<file path="src/rtl/vga_timing_pkg.sv">
// Default 640x480@60 VGA timing constants and the raster controller state encoding.
package vga_timing_pkg;

    localparam int H_DISPLAY = 640;
    localparam int H_FP      = 16;
    localparam int H_SYNC    = 96;
    localparam int H_BP      = 48;
    localparam int V_DISPLAY = 480;
    localparam int V_FP      = 10;
    localparam int V_SYNC    = 2;
    localparam int V_BP      = 33;
    localparam int CNT_W     = 10;

    localparam int H_TOTAL      = H_DISPLAY + H_FP + H_SYNC + H_BP;
    localparam int V_TOTAL      = V_DISPLAY + V_FP + V_SYNC + V_BP;
    localparam int H_SYNC_START = H_DISPLAY + H_FP;
    localparam int H_SYNC_END   = H_SYNC_START + H_SYNC;
    localparam int V_SYNC_START = V_DISPLAY + V_FP;
    localparam int V_SYNC_END   = V_SYNC_START + V_SYNC;

    localparam logic STATE_IDLE = 1'b0;
    localparam logic STATE_RUN  = 1'b1;

    typedef enum logic {
        IDLE = STATE_IDLE,
        RUN  = STATE_RUN
    } state_e;

endpackage

</file>
<file path="src/rtl/sync_axis_cnt.sv">
// One raster axis: wrapping position counter with registered sync and visible-area
// decode taken from the next count, so all three outputs change together.
module sync_axis_cnt #(
    parameter int TOTAL   = 800,
    parameter int DISPLAY = 640,
    parameter int FP      = 16,
    parameter int SYNC    = 96,
    parameter int CNT_W   = 10
) (
    input  logic             CLK_NX,
    input  logic             reset,
    input  logic             inc,
    input  logic             clr,
    output logic [CNT_W-1:0] count,
    output logic             wrap,
    output logic             sync_n,
    output logic             active
);

    localparam logic [CNT_W-1:0] LAST       = CNT_W'(TOTAL - 1);
    localparam logic [CNT_W-1:0] SYNC_START = CNT_W'(DISPLAY + FP);
    localparam logic [CNT_W-1:0] SYNC_END   = CNT_W'(DISPLAY + FP + SYNC);
    localparam logic [CNT_W-1:0] DISP_END   = CNT_W'(DISPLAY);

    logic [CNT_W-1:0] count_q, count_d;
    logic             sync_n_q, sync_n_d;
    logic             active_q, active_d;

    assign wrap = inc && (count_q == LAST);

    always_comb begin
        // NOTE: every variable gets a default before any branch so no latch can be inferred.
        count_d  = count_q;
        sync_n_d = 1'b1;
        active_d = 1'b0;
        if (clr || wrap) begin
            count_d = '0;
        end else if (inc) begin
            count_d = count_q + 1'b1;
        end
        // A cleared axis presents the idle look regardless of what position 0 would decode to.
        if (!clr) begin
            sync_n_d = !((count_d >= SYNC_START) && (count_d < SYNC_END));
            active_d = (count_d < DISP_END);
        end
    end

    always_ff @(posedge CLK_NX) begin
        // NOTE: sequential state uses non-blocking assignments so every flop samples pre-edge values.
        if (reset) begin
            count_q  <= '0;
            sync_n_q <= 1'b1;
            active_q <= 1'b0;
        end else begin
            count_q  <= count_d;
            sync_n_q <= sync_n_d;
            active_q <= active_d;
        end
    end

    assign count  = count_q;
    assign sync_n = sync_n_q;
    assign active = active_q;

endmodule

</file>
<file path="src/rtl/vga_sync_ctrl.sv">
// VGA raster sequencer: turns the divider's pixel-rate signal into counters, syncs and
// blanking, with a run/stop handshake that only starts or stops on frame boundaries.
module vga_sync_ctrl #(
    parameter int H_DISPLAY = vga_timing_pkg::H_DISPLAY,
    parameter int H_FP      = vga_timing_pkg::H_FP,
    parameter int H_SYNC    = vga_timing_pkg::H_SYNC,
    parameter int H_BP      = vga_timing_pkg::H_BP,
    parameter int V_DISPLAY = vga_timing_pkg::V_DISPLAY,
    parameter int V_FP      = vga_timing_pkg::V_FP,
    parameter int V_SYNC    = vga_timing_pkg::V_SYNC,
    parameter int V_BP      = vga_timing_pkg::V_BP,
    parameter int CNT_W     = vga_timing_pkg::CNT_W
) (
    input  logic             CLK_NX,
    input  logic             reset,
    input  logic             pixel_rate,
    input  logic             run,
    output logic             hsync,
    output logic             vsync,
    output logic             video_on,
    output logic [CNT_W-1:0] pixel_x,
    output logic [CNT_W-1:0] pixel_y,
    output logic             line_end,
    output logic             frame_start,
    output logic             busy
);

    import vga_timing_pkg::*;

    localparam int               H_TOT      = H_DISPLAY + H_FP + H_SYNC + H_BP;
    localparam int               V_TOT      = V_DISPLAY + V_FP + V_SYNC + V_BP;
    localparam logic [CNT_W-1:0] H_PRE_LAST = CNT_W'(H_TOT - 2);

    state_e           state_q, state_d;
    logic             pixel_rate_q;
    logic             pix_tick;
    logic             stop_pending_q, stop_pending_d;
    logic             line_end_q, line_end_d;
    logic             frame_start_q, frame_start_d;
    logic             h_inc, cnt_clr, frame_end;
    logic [CNT_W-1:0] h_count, v_count;
    logic             h_wrap, v_wrap;
    logic             h_sync_n, v_sync_n;
    logic             h_active, v_active;

    assign pix_tick  = pixel_rate & ~pixel_rate_q;
    assign h_inc     = pix_tick && (state_q == RUN);
    assign frame_end = h_wrap && v_wrap;
    assign cnt_clr   = (state_d == IDLE);

    always_comb begin
        state_d        = state_q;
        stop_pending_d = stop_pending_q;
        frame_start_d  = 1'b0;
        line_end_d     = h_inc && (h_count == H_PRE_LAST);
        case (state_q)
            IDLE: begin
                stop_pending_d = 1'b0;
                if (pix_tick && run) begin
                    state_d       = RUN;
                    frame_start_d = 1'b1;
                end
            end
            RUN: begin
                // run is sampled every cycle; only its value going into the frame end matters.
                stop_pending_d = ~run;
                if (frame_end) begin
                    if (stop_pending_q) begin
                        state_d        = IDLE;
                        stop_pending_d = 1'b0;
                    end else begin
                        frame_start_d = 1'b1;
                    end
                end
            end
            default: state_d = IDLE;
        endcase
    end

    always_ff @(posedge CLK_NX) begin
        // Tracks the input even during reset, so a level already high at release is not a tick.
        pixel_rate_q <= pixel_rate;
        if (reset) begin
            state_q        <= IDLE;
            stop_pending_q <= 1'b0;
            line_end_q     <= 1'b0;
            frame_start_q  <= 1'b0;
        end else begin
            state_q        <= state_d;
            stop_pending_q <= stop_pending_d;
            line_end_q     <= line_end_d;
            frame_start_q  <= frame_start_d;
        end
    end

    sync_axis_cnt #(
        .TOTAL  (H_TOT),
        .DISPLAY(H_DISPLAY),
        .FP     (H_FP),
        .SYNC   (H_SYNC),
        .CNT_W  (CNT_W)
    ) u_h_axis (
        .CLK_NX(CLK_NX),
        .reset (reset),
        .inc   (h_inc),
        .clr   (cnt_clr),
        .count (h_count),
        .wrap  (h_wrap),
        .sync_n(h_sync_n),
        .active(h_active)
    );

    sync_axis_cnt #(
        .TOTAL  (V_TOT),
        .DISPLAY(V_DISPLAY),
        .FP     (V_FP),
        .SYNC   (V_SYNC),
        .CNT_W  (CNT_W)
    ) u_v_axis (
        .CLK_NX(CLK_NX),
        .reset (reset),
        .inc   (h_wrap),
        .clr   (cnt_clr),
        .count (v_count),
        .wrap  (v_wrap),
        .sync_n(v_sync_n),
        .active(v_active)
    );

    assign hsync       = h_sync_n;
    assign vsync       = v_sync_n;
    assign video_on    = h_active & v_active;
    assign pixel_x     = h_count;
    assign pixel_y     = v_count;
    assign line_end    = line_end_q;
    assign frame_start = frame_start_q;
    assign busy        = (state_q == RUN);

endmodule

</file>
<file path="config.mk">
export PLATFORM = sky130hd
export DESIGN_NAME = vga_sync_ctrl
export DESIGN_NICKNAME = d
export VERILOG_FILES = /design/src/rtl/vga_timing_pkg.sv /design/src/rtl/sync_axis_cnt.sv /design/src/rtl/vga_sync_ctrl.sv
export SDC_FILE = /design/constraint.sdc
export NUM_CORES = 1
export LEC_CHECK = 0
export CAP_MARGIN = 40
export CORE_AREA = 2 2 62 64
export CTS_CLUSTER_DIAMETER = 60
export CTS_CLUSTER_SIZE = 24
export DETAILED_ROUTE_END_ITERATION = 8
export DIE_AREA = 0 0 64 66
export HOLD_SLACK_MARGIN = 0.02
export PLACE_DENSITY_LB_ADDON = 0.2
export RECOVER_POWER = 100
export SYNTH_ARGS = -nofsm -noshare
export SYNTH_HDL_FRONTEND = slang
export SYNTH_SLANG_ARGS = --single-unit
</file>
<file path="constraint.sdc">
create_clock -name CLK_NX -period 1.8 [get_ports CLK_NX]
set_input_delay 0.45 -clock CLK_NX [delete_from_list [all_inputs] [get_ports CLK_NX]]
set_output_delay 0.45 -clock CLK_NX [all_outputs]
set_load 0.005 [all_outputs]
</file>
==> run_results.csv <==
group,metric,value,unit
run_status,status,"finished, violations left",
run_status,violations,"setup timing",
global_routing,grtUsageTotal,22.0,%
cts,cts_tree,"done",
global_routing,first_global_vias,1543,
floorplanning,fp.dieH,66,um
drt,totalWireLength,4330,um
cts,cts.htree.levels,2,
pwr,pwr_density_cell,446,nW/um2
cts,clkTransAtPathRegs,0.10,ns
synthesis,netlist.top_cell.by_area,"dfxtp_1",
sta,hold_violations,0,
setup_path,critPathMaxStageDelay,0.59,ns
synthesis,synth_edf_count,0,
setup_path,cp_slowest_cell,"or4_4",
pwr,internal-power,0.821,mW
synthesis,async_reset_ff_share,0,%
setup_path,crit_fanout,7,
pwr,power_frac_clock,35.3,%
pwr,p_seq_share,58.6,%
synthesis,synth-seq-cells,29,
setup_path,cp.required,2.02,ns
cts,clock_path_buffers,2,
cts,root_buffer,"clkbuf_4",
cts,cts-hold-fix-buffers,0,
floorplanning,die_w,64,um
layout,area_growth,54.2,%
pwr,power_frac_comb,6.1,%
drt,dr_total_vias,1687,
cts,cts_made_buffers,5,
sta,worstMarginPinSlew,0.361,ns
setup_path,endpoint_kind,"flop",
synthesis,synthTopCellsByArea,"dfxtp_1, nor2_1, xnor2_1",
sta,finalSetupViolations,2,
drt,wl_per_cell,13.9,um
sta,min_period,1.82,ns
sta,tns,-0.0272,ns
layout,antennaDiodeCount,0,
pwr,p_sw,0.277,mW
sta,clock_skew,0.0157,ns
synthesis,netlist_area,1600,um2
synthesis,synth_cells,190,
drt,first_pass_iters,4,
global_routing,grt_max_degree,12,
synthesis,seq_area_frac_synth,36.4,%
drt,ant_nets,0,
floorplanning,die_area,4220,um2
pwr,switching_share,25.3,%
setup_path,crit_buf_inv,0,
synthesis,ys_warn_count,0,
layout,fillers,274,
setup_path,cp-start-kind,"flop",
sta,post-route-period-util,101,%
layout,register_area,616,um2
global_routing,gr-total-overflow,0,
placed_design,dp_cells,297,
pwr,ir_drop,0.343,mV
synthesis,ys.flop_type,"dfxtp_1",
floorplanning,pin_count,30,
global_routing,grt_pass1_wl,7140,um
drt,drt_iter0_drc,95,
setup_path,crit_chain,"or2_4 -> or4_4 -> o31ai_2 -> o22ai_2 -> nand4b_1",
drt,routed_via_density,5.42,
floorplanning,core_area,3550,um2
cts,cts.sinks,29,
layout,multiInputGateArea,1050,um2
sta,setup_slack,-0.0224,ns
hold_path,hold_class,"in2reg",
pwr,power.leakage,1.07,nW
synthesis,syn_area_per_cell,8.40,um2
layout,final_nets,270,
sta,slew_violations,0,
global_routing,antenna_found_initial,0,
setup_path,startpoint,"u_h_axis.count[6]$_SDFF_PP0_",
hold_path,min_from,"pixel_rate",
synthesis,synth.net_count,198,
sta,slew_headroom,75.6,%
layout,final_cells,311,
floorplanning,rows,22,
cts,clkLatencyLatePin,0.35,ns
floorplanning,start_util,45.0,%
sta,rsz0062_at_grt,"true",
drt,drc_errors,0,
placed_design,dp_hpwl,3110,um
layout,drive_gt1_share,37.3,%
setup_path,worstReg2RegStart,"u_h_axis.count[6]$_SDFF_PP0_",
setup_path,path_class,"reg2reg",
sta,fmax,0.549,GHz
synthesis,yosysTopAreaCellShare,36.4,%
placed_design,port_buffers,29,
setup_path,crit_family,"simple AND/OR/NAND/NOR gates",
job,drv_cap,0,
synthesis,synth.distinct_cells,45,
setup_path,cp.arrival,2.05,ns
placed_design,place.gp.congestion,0.940,
cell families after synthesis:
group / Yosys count / share of synthesized area [%]
AO/OA/AOI/OAI: 32 / 12.6
buffers and inverters: 16 / 5.09
flip-flops: 29 / 36.4
XOR/XNOR: 15 / 8.23
AND/OR/NAND/NOR: 93 / 33.9
adder cells (fa/ha/maj): 4 / 3.13
multiplexers: 1 / 0.627
state kept, by name, summed over array words and instances, names as in the netlist:
register and cells:
u_h_axis.count 10, stop_pending_q 1, u_v_axis.count 10, u_v_axis.sync_n 1
busy 1, u_h_axis.active 1, line_end 1, pixel_rate_q 1
frame_start 1, u_h_axis.sync_n 1, u_v_axis.active 1
final timing paths:
check                                  to  slack (ns)  depth (start not counted)
min                  pixel_rate_q$_DFF_P_        0.53                          2
max            u_v_axis.sync_n$_SDFF_PP1_       -0.02                          5
max reg2reg    u_v_axis.sync_n$_SDFF_PP1_       -0.02                          5
min reg2reg  u_v_axis.count[1]$_SDFF_PP0_        0.54                          2
synth_stat cells, types with 2 or more instances:
master and instances:
dfxtp_1 29, nor2_1 21, nand2_1 15, a21oi_1 9, nand3_1 9, o21ai_0 9, nand4_1 8, xnor2_1 8
xor2_1 7, nor4_1 6, inv_1 5, and3_1 4, buf_2 4, clkbuf_1 4, ha_1 4, nand4b_1 4
nor3_1 4, a211oi_1 3, nand2b_1 3, or3_1 3, a31oi_1 2, and2_1 2, buf_6 2, nor2b_1 2
o31ai_1 2, or3b_2 2
per-stage QoR:
stage / total power [mW] / util [%] / area [um2] / hold WS (ns) / worst slack, ns
floorplan: 0.688 / - / 1620 / 0.453 / -0.0547
global placement: 0.724 / 62.1 / 2200 / 0.477 / -0.529
detailed placement: 0.724 / 62.1 / 2200 / 0.509 / -0.554
CTS: 1.11 / 66.3 / 2360 / 0.507 / -0.0334
global route: 1.15 / 69.3 / 2460 / 0.544 / -0.0866
finish: 1.10 / 69.3 / 2460 / 0.534 / -0.0224
cells in the final DEF (no fill, tap or decap), types with 8 or more instances in the layout:
cell | synthesis | final
buf_4 | 0 | 44
clkdlybuf4s50_1 | 0 | 18
dfxtp_1 | 29 | 9
dfxtp_2 | 0 | 16
dlymetal6s2s_1 | 0 | 10
nand2_1 | 15 | 15
nand3_1 | 9 | 8
nand4_1 | 8 | 8
nor2_1 | 21 | 20
o21ai_0 | 9 | 8
final cells by class:
cell class	count	share of cell area [%]
Inverter	5	0.763
Clock buffer	5	1.53
Timing Repair Buffer	75	26.9
Sequential cell	29	25.0
Multi-Input combinational cell	146	42.6
Clock inverter	3	0.712
Tap cell	48	2.44
power groups by stage:
stage          clock network, mW  registers (mW)  logic, mW
6_report                   0.388           0.644     0.0666
5_1_grt                    0.431           0.645     0.0718
3_5_place_dp                   0           0.662     0.0617
3_3_place_gp                   0           0.663     0.0616
2_1_floorplan                  0           0.662     0.0261
4_1_cts                    0.402           0.644     0.0640
metal layers:
metal  routed length (um)  global-route usage, %
met1                 1850                   25.8
met2                 2120                   35.7
met3                  215                   6.13
met4                  139                   13.3
met5                    0                      0
timing repair:
action,in CTS,in global routing
pin swaps,3,4
cloned,1,0
gates resized for setup,24,26
setup endpoints to repair,33,23
buffers inserted,4,1
Note: power is estimated with default switching activity, not from simulation.
